===== src/rtl/bin_to_sseg_digits.sv =====
// ---------------------------------------------------------------------------
// bin_to_sseg_digits
// Sequential binary -> 4-digit decimal converter for the 4-digit display mux.
// A W-bit unsigned value is captured on a start/ready handshake. It is then
// converted to BCD by double-dabble, one bit per clock. Each BCD digit is
// encoded to an active-low 7-segment pattern {dp,g,f,e,d,c,b,a}.
// Values above 9999 show "----" and assert ovf.
//
// Optional feature: define LEADING_ZERO_BLANK_EN to blank the leading zero
// digits dig3..dig1. dig0 is never blanked.
//
// Ports
//   clk, rst       clock; asynchronous active-high reset
//   start          conversion request, sampled only while ready=1
//   bin[W-1:0]     unsigned value, captured with start
//   dp_sel[3:0]    decimal-point enable per digit, captured with start
//   ready          high while idle
//   done           1-cycle pulse when new outputs are valid
//   ovf            last captured value > 9999
//   bcd[15:0]      {thousands,hundreds,tens,units}; zero on overflow
//   dig0..dig3     segment patterns, dig0 = units (rightmost)
// ---------------------------------------------------------------------------
module bin_to_sseg_digits #(
   parameter int W = 14
) (
   input  logic         clk,
   input  logic         rst,
   input  logic         start,
   input  logic [W-1:0] bin,
   input  logic [3:0]   dp_sel,
   output logic         ready,
   output logic         done,
   output logic         ovf,
   output logic [15:0]  bcd,
   output logic [7:0]   dig0,
   output logic [7:0]   dig1,
   output logic [7:0]   dig2,
   output logic [7:0]   dig3
);

   localparam int CW = $clog2(W + 1);

   typedef enum logic [1:0] {S_IDLE, S_CONV, S_DONE} state_t;

   state_t            state_reg, state_next;
   logic [W-1:0]      shift_reg, shift_next;
   logic [15:0]       acc_reg, acc_next;
   logic [CW-1:0]     cnt_reg, cnt_next;
   logic [3:0]        dp_reg, dp_next;
   logic              load_out;

   logic [3:0][7:0]   dig_reg;
   logic [3:0][7:0]   dig_next;
   logic [15:0]       bcd_reg;
   logic              ovf_reg;

   // One double-dabble step. The adjusted accumulator is shifted into 17 bits,
   // so on the final step bit 16 marks a ten-thousands digit (value >= 10000).
   logic [15:0]       adj;
   logic [16:0]       acc_step;
   logic [3:0][3:0]   bcd_digit;
   logic [3:0]        lead_zero;

   genvar gi;
   generate
      for (gi = 0; gi < 4; gi++) begin : g_adj
         assign adj[4*gi +: 4] = (acc_reg[4*gi +: 4] >= 4'd5) ? acc_reg[4*gi +: 4] + 4'd3
                                                              : acc_reg[4*gi +: 4];
         assign bcd_digit[gi]  = acc_step[4*gi +: 4];
      end
   endgenerate

   assign acc_step = {adj, shift_reg[W-1]};

   // A digit is blanked only while every higher digit is also zero.
`ifdef LEADING_ZERO_BLANK_EN
   assign lead_zero[3] = (bcd_digit[3] == 4'd0);
   assign lead_zero[2] = lead_zero[3] && (bcd_digit[2] == 4'd0);
   assign lead_zero[1] = lead_zero[2] && (bcd_digit[1] == 4'd0);
   assign lead_zero[0] = 1'b0;
`else
   assign lead_zero = 4'b0000;
`endif

   // The segment field {g..a} is active low. The dp bit is taken from the
   // captured dp_sel.
   function automatic logic [6:0] seg7(input logic [3:0] d);
      case (d)
         4'd0:    seg7 = 7'h40;
         4'd1:    seg7 = 7'h79;
         4'd2:    seg7 = 7'h24;
         4'd3:    seg7 = 7'h30;
         4'd4:    seg7 = 7'h19;
         4'd5:    seg7 = 7'h12;
         4'd6:    seg7 = 7'h02;
         4'd7:    seg7 = 7'h78;
         4'd8:    seg7 = 7'h00;
         4'd9:    seg7 = 7'h10;
         default: seg7 = 7'h7F;
      endcase
   endfunction

   generate
      for (gi = 0; gi < 4; gi++) begin : g_enc
         assign dig_next[gi] = {~dp_reg[gi],
                                acc_step[16]  ? 7'h3F :      // dash
                                lead_zero[gi] ? 7'h7F :      // blank
                                                seg7(bcd_digit[gi])};
      end
   endgenerate

   always_comb begin
      state_next = state_reg;
      shift_next = shift_reg;
      acc_next   = acc_reg;
      cnt_next   = cnt_reg;
      dp_next    = dp_reg;
      load_out   = 1'b0;
      case (state_reg)
         S_IDLE: begin
            if (start) begin
               shift_next = bin;
               dp_next    = dp_sel;
               acc_next   = 16'h0000;
               cnt_next   = CW'(W);
               state_next = S_CONV;
            end
         end
         S_CONV: begin
            acc_next   = acc_step[15:0];
            shift_next = shift_reg << 1;
            cnt_next   = cnt_reg - CW'(1);
            if (cnt_reg == CW'(1)) begin
               // The final step result goes straight into the output registers.
               load_out   = 1'b1;
               state_next = S_DONE;
            end
         end
         S_DONE:  state_next = S_IDLE;
         default: state_next = S_IDLE;
      endcase
   end

   always_ff @(posedge clk or posedge rst) begin
      if (rst) begin
         state_reg <= S_IDLE;
         shift_reg <= '0;
         acc_reg   <= '0;
         cnt_reg   <= '0;
         dp_reg    <= '0;
         dig_reg   <= {4{8'hFF}};
         bcd_reg   <= 16'h0000;
         ovf_reg   <= 1'b0;
      end else begin
         state_reg <= state_next;
         shift_reg <= shift_next;
         acc_reg   <= acc_next;
         cnt_reg   <= cnt_next;
         dp_reg    <= dp_next;
         if (load_out) begin
            dig_reg <= dig_next;
            bcd_reg <= acc_step[16] ? 16'h0000 : acc_step[15:0];
            ovf_reg <= acc_step[16];
         end
      end
   end

   assign ready = (state_reg == S_IDLE);
   assign done  = (state_reg == S_DONE);
   assign ovf   = ovf_reg;
   assign bcd   = bcd_reg;
   assign dig0  = dig_reg[0];
   assign dig1  = dig_reg[1];
   assign dig2  = dig_reg[2];
   assign dig3  = dig_reg[3];

endmodule


===== config.mk =====
export PLATFORM = sky130hd
export DESIGN_NAME = bin_to_sseg_digits
export DESIGN_NICKNAME = d
export VERILOG_FILES = /design/src/rtl/bin_to_sseg_digits.sv
export SDC_FILE = /design/constraint.sdc
export NUM_CORES = 1
export LEC_CHECK = 0
export ABC_AREA = 0
export BUFFER_PORTS_ARGS = -buffer_cell sky130_fd_sc_hd__clkbuf_2
export CAP_MARGIN = 20
export CORE_UTILIZATION = 55
export CTS_CLUSTER_DIAMETER = 60
export DETAILED_ROUTE_END_ITERATION = 7
export PLACE_DENSITY = 0.9
export SYNTH_ARGS = -nofsm -noshare
export SYNTH_HDL_FRONTEND = slang
export SYNTH_SLANG_ARGS = --single-unit

===== constraint.sdc =====
create_clock -name clk -period 6.6 [get_ports clk]
set_input_delay 0.33 -clock clk [delete_from_list [all_inputs] [get_ports clk]]
set_output_delay 0.33 -clock clk [all_outputs]
set_load 0.01 [all_outputs]

* After elaboration in Yosys (flattened, before gate mapping)
Memories as Yosys holds them, arrays and structs flattened. Index checks and enable logic that the tools add are counted.
Operators by class: reductions and logical operators 5, mux-type cells 20, $add $sub $neg 5, order comparisons 4, bitwise operators 4, eq/ne operators 5
Operator list (number):
- 2-to-1 mux 16 bit | 2
- case mux 16 bit (2 select lines) | 1
- 2-to-1 mux 7 bit | 4
- case mux 14 bit (2 select lines) | 1
- 2-to-1 mux 4 bit | 5
- adder 4 x 2 -> 4 bit (second input constant) | 4
- >= comparator 4 x 3 -> 1 bit (second input constant) | 4
- 2-to-1 mux 14 bit | 1
- case mux 4 bit (2 select lines) | 1
- AND reduction 2 bit | 3
- == test 4 x 1 -> 1 bit (second input constant) | 1
- 2-to-1 mux 2 bit | 2
- != test 2 bit (second input constant) | 2
- inverter 1 bit | 4
- case mux 2 bit (2 select lines) | 1
- subtractor 4 x 1 -> 4 bit (second input constant) | 1
- == test 2 x 1 -> 1 bit (second input constant) | 1
- == test 2 bit (second input constant) | 1
- zero test 2 bit | 1
- 2-to-1 mux 1 bit | 2
- nonzero test 2 bit | 1
Storage, ports and cells: register bits after elaboration 89, input bits 21, ROM bits 448, memories 4
Memory list:
- (name not given) | words 16, bits a word 7, rd ports 1, clocked after Yosys merged registers in 0, wr ports 0, RTL line 88 | case (d)
- (name not given) | words 16, bits a word 7, rd ports 1, clocked after Yosys merged registers in 0, wr ports 0, RTL line 88
- (name not given) | words 16, bits a word 7, rd ports 1, clocked after Yosys merged registers in 0, wr ports 0, RTL line 88
- (name not given) | words 16, bits a word 7, rd ports 1, clocked after Yosys merged registers in 0, wr ports 0, RTL line 88

* Longest topological paths before layout
Gate-level depths: netlist of the first run. An unclocked memory read counts as a cell.
depth after elaboration 4, depth in mapped cells 11, depth with buffers taken out 10

* Least setup slack after synthesis of the first run
No wires, ideal clock.
kind register to register, from reg acc_reg[12], to reg dig_reg, in the netlist dig3[3], period minus slack after synthesis 2367 ps, data arrival time 2290 ps, path slack 4233 ps, cell stages (with the launch flop) 10, library setup time 77 ps, buffers on the path 1, cells stage by stage dfrtp_1 > ha_1 > nand2b_1 > a211oi_1 > or2_1 > clkbuf_1 > inv_1 > ha_1 > or3_1 > a31oi_1
On the way: word-level cells in the longest chain between the ends 4
Ends and longest elaborated chain:
- start: declaration | RTL line 47 | logic [15:0] acc_reg, acc_next;
- start signal: assignment | RTL line 157 | acc_reg <= acc_next;
- adder 4 x 2 -> 4 bit or >= comparator 4 x 3 -> 1 bit (tied branches) | RTL line 67 | assign adj[4*gi +: 4] = (acc_reg[4*gi +: 4] >= 4'd5) ? acc_reg[4*gi +: 4] + 4'd3
- 2-to-1 mux 4 bit * | RTL line 67
- memory (16 x 7 bit)
- 2-to-1 mux 7 bit * | RTL line 106 | acc_step[16] ? 7'h3F :
- end signal: assignment | RTL line 151 | dig_reg <= {4{8'hFF}};
- end signal: assignment | RTL line 161 | dig_reg <= dig_next;
- end: declaration | RTL line 52 | logic [3:0][7:0] dig_reg;
Every way passes the cells marked *; elsewhere a longest branch is shown, timed or not. A chain may end at the register's enable or synchronous reset.

* Final worst setup path of the first run
from reg cnt_reg[0], to reg ovf_reg, in the netlist ovf
On the way: word-level cells in the longest chain between the ends 3
Ends and longest elaborated chain:
- start: declaration | RTL line 48 | logic [CW-1:0] cnt_reg, cnt_next;
- start signal: assignment | RTL line 158 | cnt_reg <= cnt_next;
- == test 4 x 1 -> 1 bit | RTL line 133 | if (cnt_reg == CW'(1)) begin
- 2-to-1 mux 1 bit | RTL line 133
- 2-to-1 mux 1 bit | RTL line 119 | case (state_reg)
- end signal: assignment | RTL line 163 | ovf_reg <= acc_step[16];
- end: declaration | RTL line 55 | logic ovf_reg;
No other way between the ends.

==> flow_summary.toml, run 1 <==
[synth]
syn_avg_cell_area_sq_um = 9.13
async_reset_ff_share_pct = 100
synth_edf_count = 0
synth_area_sq_mm = 0.00448
synthCells = 491
synth_flop_cell = "dfrtp_1"
synth_warnings = 0
syn-num-nets = 527
synth_seq_cells = 89
synth_cell_types = 50
yosysSeqAreaShare_pct = 50.6

[setup_path]
max_stage_delay_ns = 0.87
worstPathArrival_ns = 3.01
slowest_stage = "clkinv_1"
required_ns = 6.85
cpLargestDelayFamily = "buffers and inverters"
crit_type = "register to register"
path_cells = "ha_1 > nor3b_1 > nand2_2 > clkinv_1 > o21a_1"
ff2ff_setup_slack_ns = 3.85
endpoint_kind = "register"
critPathBufInv = 1
reg2reg_depth = 5
cp-start-kind = "register"
r2r-start = "cnt_reg[0]$_DFFE_PP0P_"
crit_fanout = 46
r2r_end = "ovf$_DFFE_PP0P_"

[power_and_ir_drop]
switching_power_mw = 1.28
power_frac_clock_pct = 13.0
power_density_mw_per_mm2 = 553
vdd_drop_max_mv = 0.270
seq_power_share_pct = 36.5
power_mw = 2.80
p_int_mw = 1.52
swShare_pct = 45.5
leakagePower_nw = 2.34
pwr-share-comb_pct = 50.5

[timing]
fin_worst_skew_ns = 0.00663
finalSetupTns_ns = 0
rsz0062_at_grt = "no"
period_minus_slack_ns = 2.75
worstMarginPinSlew_ns = 0.792
finalSetupViolCount = 0
slew-limit-headroom_pct = 46.9
holdWs_ns = 0.156
slew_violations = 0
finalCritPeriodShare_pct = 41.7
max_freq_mhz = 363
hold_viol = 0

[clock_tree]
cts_buffer_depth = 2
clk_latency_ns = 0.36
cts_resized = 0
cts_root_buf = "clkbuf_8"
cts_tree = "built"
cts_buffers = 9
clk_pin_slew_ns = 0.10
clkSinkCount = 89
htree_levels = 3

[floorplan]
num_rows = 32
dieArea_sq_mm = 0.00851
die_x_um = 92.3
core_sq_mm = 0.00781
ios = 72
start_util_pct = 57.4
fp.dieH_um = 92.3

[worst_hold_path]
min_path_cells = 3
hold_start = "dp_sel[0]"
hold_class = "input port to register"
min_to = "dp_reg[0]$_DFFE_PP0P_"

[grt]
grt_usage_pct = 24.1
grt.overflow.total = 0
grt_pass1_wl_mm = 16.3
grt_max_degree = 58
antenna_found_initial = 0
grt_pass1_vias = 3615

[drt]
wire_per_inst_um = 14.5
finalWirelength_mm = 9.45
dr.pass1.iters = 5
dr_total_vias = 3790
viasPerCell = 5.83
ant_nets = 0
drt_iter0_drc = 227
drc = 0

[final_layout]
drive_gt1_share_pct = 25.0
nets = 579
fill_cells = 623
syn_to_final_growth_pct = 13.1
antenna-diode-count = 0

[job]
maxCapViolations = 0

[place]
dp_hpwl_mm = 6.57
gp_congestion = 0.876
port_buffers = 71

[run_status]
status = "finished clean"
-- cells in the mapped netlist (all sizes together), types with 2 or more instances --
cell,n,area share (%)
a22oi,12,2.0
a311o,3,0.67
nor3,12,1.3
nand3,24,2.7
a21oi,26,3.2
a221o,3,0.67
nor2,32,2.7
or2,7,0.98
o21ai,42,4.8
o21a,3,0.50
o211ai,2,0.34
a211o,2,0.42
a31oi,12,1.7
ha,15,4.2
nand2b,7,0.98
nand2,87,7.3
buf,11,1.2
inv,21,1.8
dfrtp,57,32
o31ai,17,2.8
a211oi,8,1.8
clkbuf,23,2.0
or3,10,1.5
and2b,4,0.70
o22ai,3,0.42
dfstp,32,19
nor3b,6,1.0
nor2b,2,0.28
-- worst max path at each step --
| stage | from | to | cells after the start |
|---|---|---|---|
| after detailed placement | cnt_reg[0]$_DFFE_PP0P_ | ovf$_DFFE_PP0P_ | 5 |
| after floorplan | rst | acc_reg[0]$_DFFE_PP0P_ | 1 |
| after CTS | cnt_reg[0]$_DFFE_PP0P_ | ovf$_DFFE_PP0P_ | 5 |
| final | cnt_reg[0]$_DFFE_PP0P_ | ovf$_DFFE_PP0P_ | 5 |
| after global routing | cnt_reg[0]$_DFFE_PP0P_ | ovf$_DFFE_PP0P_ | 5 |
| after global placement | cnt_reg[0]$_DFFE_PP0P_ | ovf$_DFFE_PP0P_ | 5 |
-- metal layers --
| layer | wire length (um) | track usage [%] | share of wire [%] | up-vias |
|---|---|---|---|---|
| met4 | 119 | 8.98 | 1.3 | 0 |
| met1 | 4110 | 31.2 | 43 | 1830 |
| met3 | 506 | 5.31 | 5.4 | 11 |
| li1 | - | - | - | 1823 |
| met2 | 4720 | 39.7 | 50 | 126 |
| met5 | 0 | 0 | 0 | - |
-- layout by cell type, fill, tap and decap left out, types with 2 or more instances in the layout --
master    count
nor3_1       12
nand3_1      24
nor3b_1       6
nand2b_1      7
nor2_1       32
nor2b_1       2
o211ai_1      2
and2b_1       3
a311o_1       3
ha_1         15
dfrtp_1      57
or2_0         2
inv_1        20
clkbuf_8      9
clkbuf_2     71
o21ai_0      34
or2_1         4
o21a_1        3
o21ai_1       7
dfstp_2      32
a211oi_2      2
a22oi_1      12
a31oi_1      12
a221o_1       3
buf_4         2
inv_6         4
a211oi_1      5
inv_8         2
o22ai_1       3
a21oi_1      23
or3_1         8
or3_2         2
a21oi_2       3
nand2_1      86
o31ai_1      17
-- worst register-to-register path: stages (launching register included) --
cell	delay, ns
dfrtp_1	0.43
ha_1	0.21
nor3b_1	0.15
nand2_2	0.56
clkinv_1	0.87
o21a_1	0.42
-- area by class of cell --
cell class | instances | area [sq um] | share of cell area, %
clock inverters | 7 | 66.3 | 1.31
multi-input cells | 346 | 1990 | 39.3
clock buffers | 9 | 124 | 2.44
repair buffers | 75 | 408 | 8.05
inverters | 22 | 83.8 | 1.65
flip-flops and latches | 89 | 2270 | 44.7
well taps | 102 | 128 | 2.52
-- power by group through the flow --
stage / sequential, mW / clock [mW] / combinational (mW)
floorplan: 1.01 / 0 / 1.04
global placement: 1.01 / 0 / 1.31
detailed placement: 1.03 / 0 / 1.38
CTS: 1.02 / 0.373 / 1.39
global route: 1.06 / 0.396 / 1.59
finish: 1.02 / 0.365 / 1.41
-- repair_timing --
item	4_1_cts	5_1_grt
hold buffers	1	0
endpoints found under the hold margin	11	0
buffers inserted	0	0
-- metrics by stage --
stage | std cells | setup slack (ns) | util, % | area, sq um
5_1_grt | 650 | 3.56 | 64.9 | 5070
2_1_floorplan | 491 | 4.02 | - | 4480
4_1_cts | 649 | 3.80 | 64.6 | 5040
3_5_place_dp | 632 | 3.83 | 62.0 | 4840
3_3_place_gp | 632 | 3.89 | 62.0 | 4840
6_report | 650 | 3.85 | 64.9 | 5070
-- cells by family after synthesis --
family | count (synthesis) | share of synthesized area (%)
buffers and inverters | 56 | 4.97
AOI/OAI and AO/OA | 138 | 20.5
adders and majority gates | 15 | 4.19
and+or+nand+nor | 193 | 19.7
DFF | 89 | 50.6
No activity file was read; power rests on OpenSTA's default activity.
==> inputs of run 2 (changes only) <==
==> constraint.sdc (replaced) <==
create_clock -name clk -period 2.8 [get_ports clk]
set_input_delay 0.14 -clock clk [delete_from_list [all_inputs] [get_ports clk]]
set_output_delay 0.14 -clock clk [all_outputs]
set_load 0.01 [all_outputs]
==> flow_summary.toml, run 2 (synthesis results as in run 1) <==
[floorplan]
die_x_um = 92.3
start_util_pct = 57.4
ios = 72
core_sq_mm = 0.00781
fp.dieH_um = 92.3
num_rows = 32
dieArea_sq_mm = 0.00851

[timing]
hold_viol = 0
fin_worst_skew_ns = 0.00719
finalSetupTns_ns = 0
worstMarginPinSlew_ns = 0.827
slew-limit-headroom_pct = 44.7
period_minus_slack_ns = 2.60
finalCritPeriodShare_pct = 92.9
slew_violations = 0
setup_ws_ns = 0.200
max_freq_mhz = 385
holdWs_ns = 0.00651
finalSetupViolCount = 0
rsz0062_at_grt = "no"

[grt]
antenna_found_initial = 0
grt_pass1_vias = 3828
grt_max_degree = 47
grt_pass1_wl_mm = 16.9
grt_usage_pct = 25.2
grt.overflow.total = 0

[place]
dp_hpwl_mm = 6.91
dp_slack_ns = 0.247
gp_congestion = 0.843
dp_cells = 638
port_buffers = 71

[setup_path]
cp-start-kind = "register"
critPathLaunch = "acc_reg[12]$_DFFE_PP0P_"
endpoint_kind = "register"
required_ns = 3.09
r2r-start = "acc_reg[12]$_DFFE_PP0P_"
crit_type = "register to register"
crit_fanout = 7
worstPathArrival_ns = 2.89

[worst_hold_path]
hold_class = "input port to register"
hold_start = "bin[10]"

[clock_tree]
clk_pin_slew_ns = 0.09
cts_buffers = 9
htree_levels = 3
cts_root_buf = "clkbuf_8"
clk_latency_ns = 0.37
clkSinkCount = 89
cts_tree = "built"
post-cts-setup-buffers = 0
cts_buffer_depth = 2

[drt]
viasPerCell = 5.83
drc = 0
wl_met3_um = 563
top_layer = "met4"
met1Wirelength_mm = 4.23
ant_nets = 0
drt_iter0_drc = 224
wl_met2_mm = 4.92
wire_per_inst_um = 14.8
dr.pass1.iters = 5
finalWirelength_mm = 9.90
dr_total_vias = 3900

[final_layout]
drive_gt1_share_pct = 24.9
multiInputGateArea_sq_mm = 0.00199
seq_area_sq_mm = 0.00227
syn_to_final_growth_pct = 17.5
post-route-util_pct = 67.4
antenna-diode-count = 0
final_cell_mix = "nand2_1 (86), clkbuf_2 (71), dfrtp_1 (57), o21ai_0 (34)"
layout_commonest_cell = "nand2_1"
finalNonFillerCells = 669
nets = 598
fill_cells = 616

[job]
maxCapViolations = 0

[power_and_ir_drop]
power_density_mw_per_mm2 = 1270
leakagePower_nw = 2.42
vdd_drop_max_mv = 0.495

[run_status]
status = "finished clean"
## run 2: cell types whose count changed in the layout (fill, tap and decap cells not counted), moves of 2 or more
cell | before | now
inv_6 | 4 | 1
dlygate4sd3_1 | 1 | 15
clkinvlp_4 | 0 | 2
buf_4 | 2 | 6
buf_12 | 0 | 2
inv_8 | 2 | 0
## run 2: repair_timing
action	in CTS	in global routing
gates resized for setup	0	0
hold endpoints to repair	37	1
hold buffers	14	1
setup endpoints to repair	0	0
## run 2: area by class of cell
| type | count | area share [%] |
|---|---|---|
| clock buffer | 10 | 2.61 |
| tap | 102 | 2.42 |
| clock inverter | 6 | 1.26 |
| inverter | 22 | 1.59 |
| multi-input combinational | 346 | 37.8 |
| timing repair buffer | 94 | 11.2 |
| sequential | 89 | 43.1 |
## run 2: routing by layer
metal | GRT usage [%] | vias up
met5 | 0 | -
met3 | 5.89 | 21
met1 | 31.1 | 1882
met2 | 42.6 | 136
li1 | - | 1861
met4 | 10.2 | 0
## run 2: final timing paths
| check | to | slack [ns] | cells past startpoint |
|---|---|---|---|
| hold / removal | shift_reg[10]$_DFFE_PP0P_ | 0.007 | 3 |
| max in group asynchronous | dig0[5]$_DFFE_PP1P_ | 1.63 | 4 |
| setup reg to reg | dig3[3]$_DFFE_PP1P_ | 0.20 | 8 |
| min in group asynchronous | shift_reg[3]$_DFFE_PP0P_ | 0.43 | 3 |
| hold reg to reg | dig2[7]$_DFFE_PP1P_ | 0.44 | 1 |
| setup / recovery | dig3[3]$_DFFE_PP1P_ | 0.20 | 8 |
## run 2: power by group
part	internal (mW)	switching (mW)	total, mW
Sequential	1.95	0.452	2.40
Combinational	1.31	2.05	3.37
Clock	0.438	0.472	0.911
Total	3.70	2.98	6.68
## run 2: critical path, stage by stage (launching register included)
cell and delay [ns]:
dfrtp_1 0.46, ha_1 0.24, nand2b_1 0.16, a211oi_1 0.44
or2_1 0.27, inv_1 0.09, ha_1 0.29, or3_1 0.38
a31oi_1 0.20
## run 2: through the flow
stage / total power [mW] / instance area [sq um]
floorplan: 4.83 / 4480
finish: 6.68 / 5260
global placement: 5.53 / 4910
global route: 7.23 / 5260
detailed placement: 5.74 / 4910
CTS: 6.67 / 5250
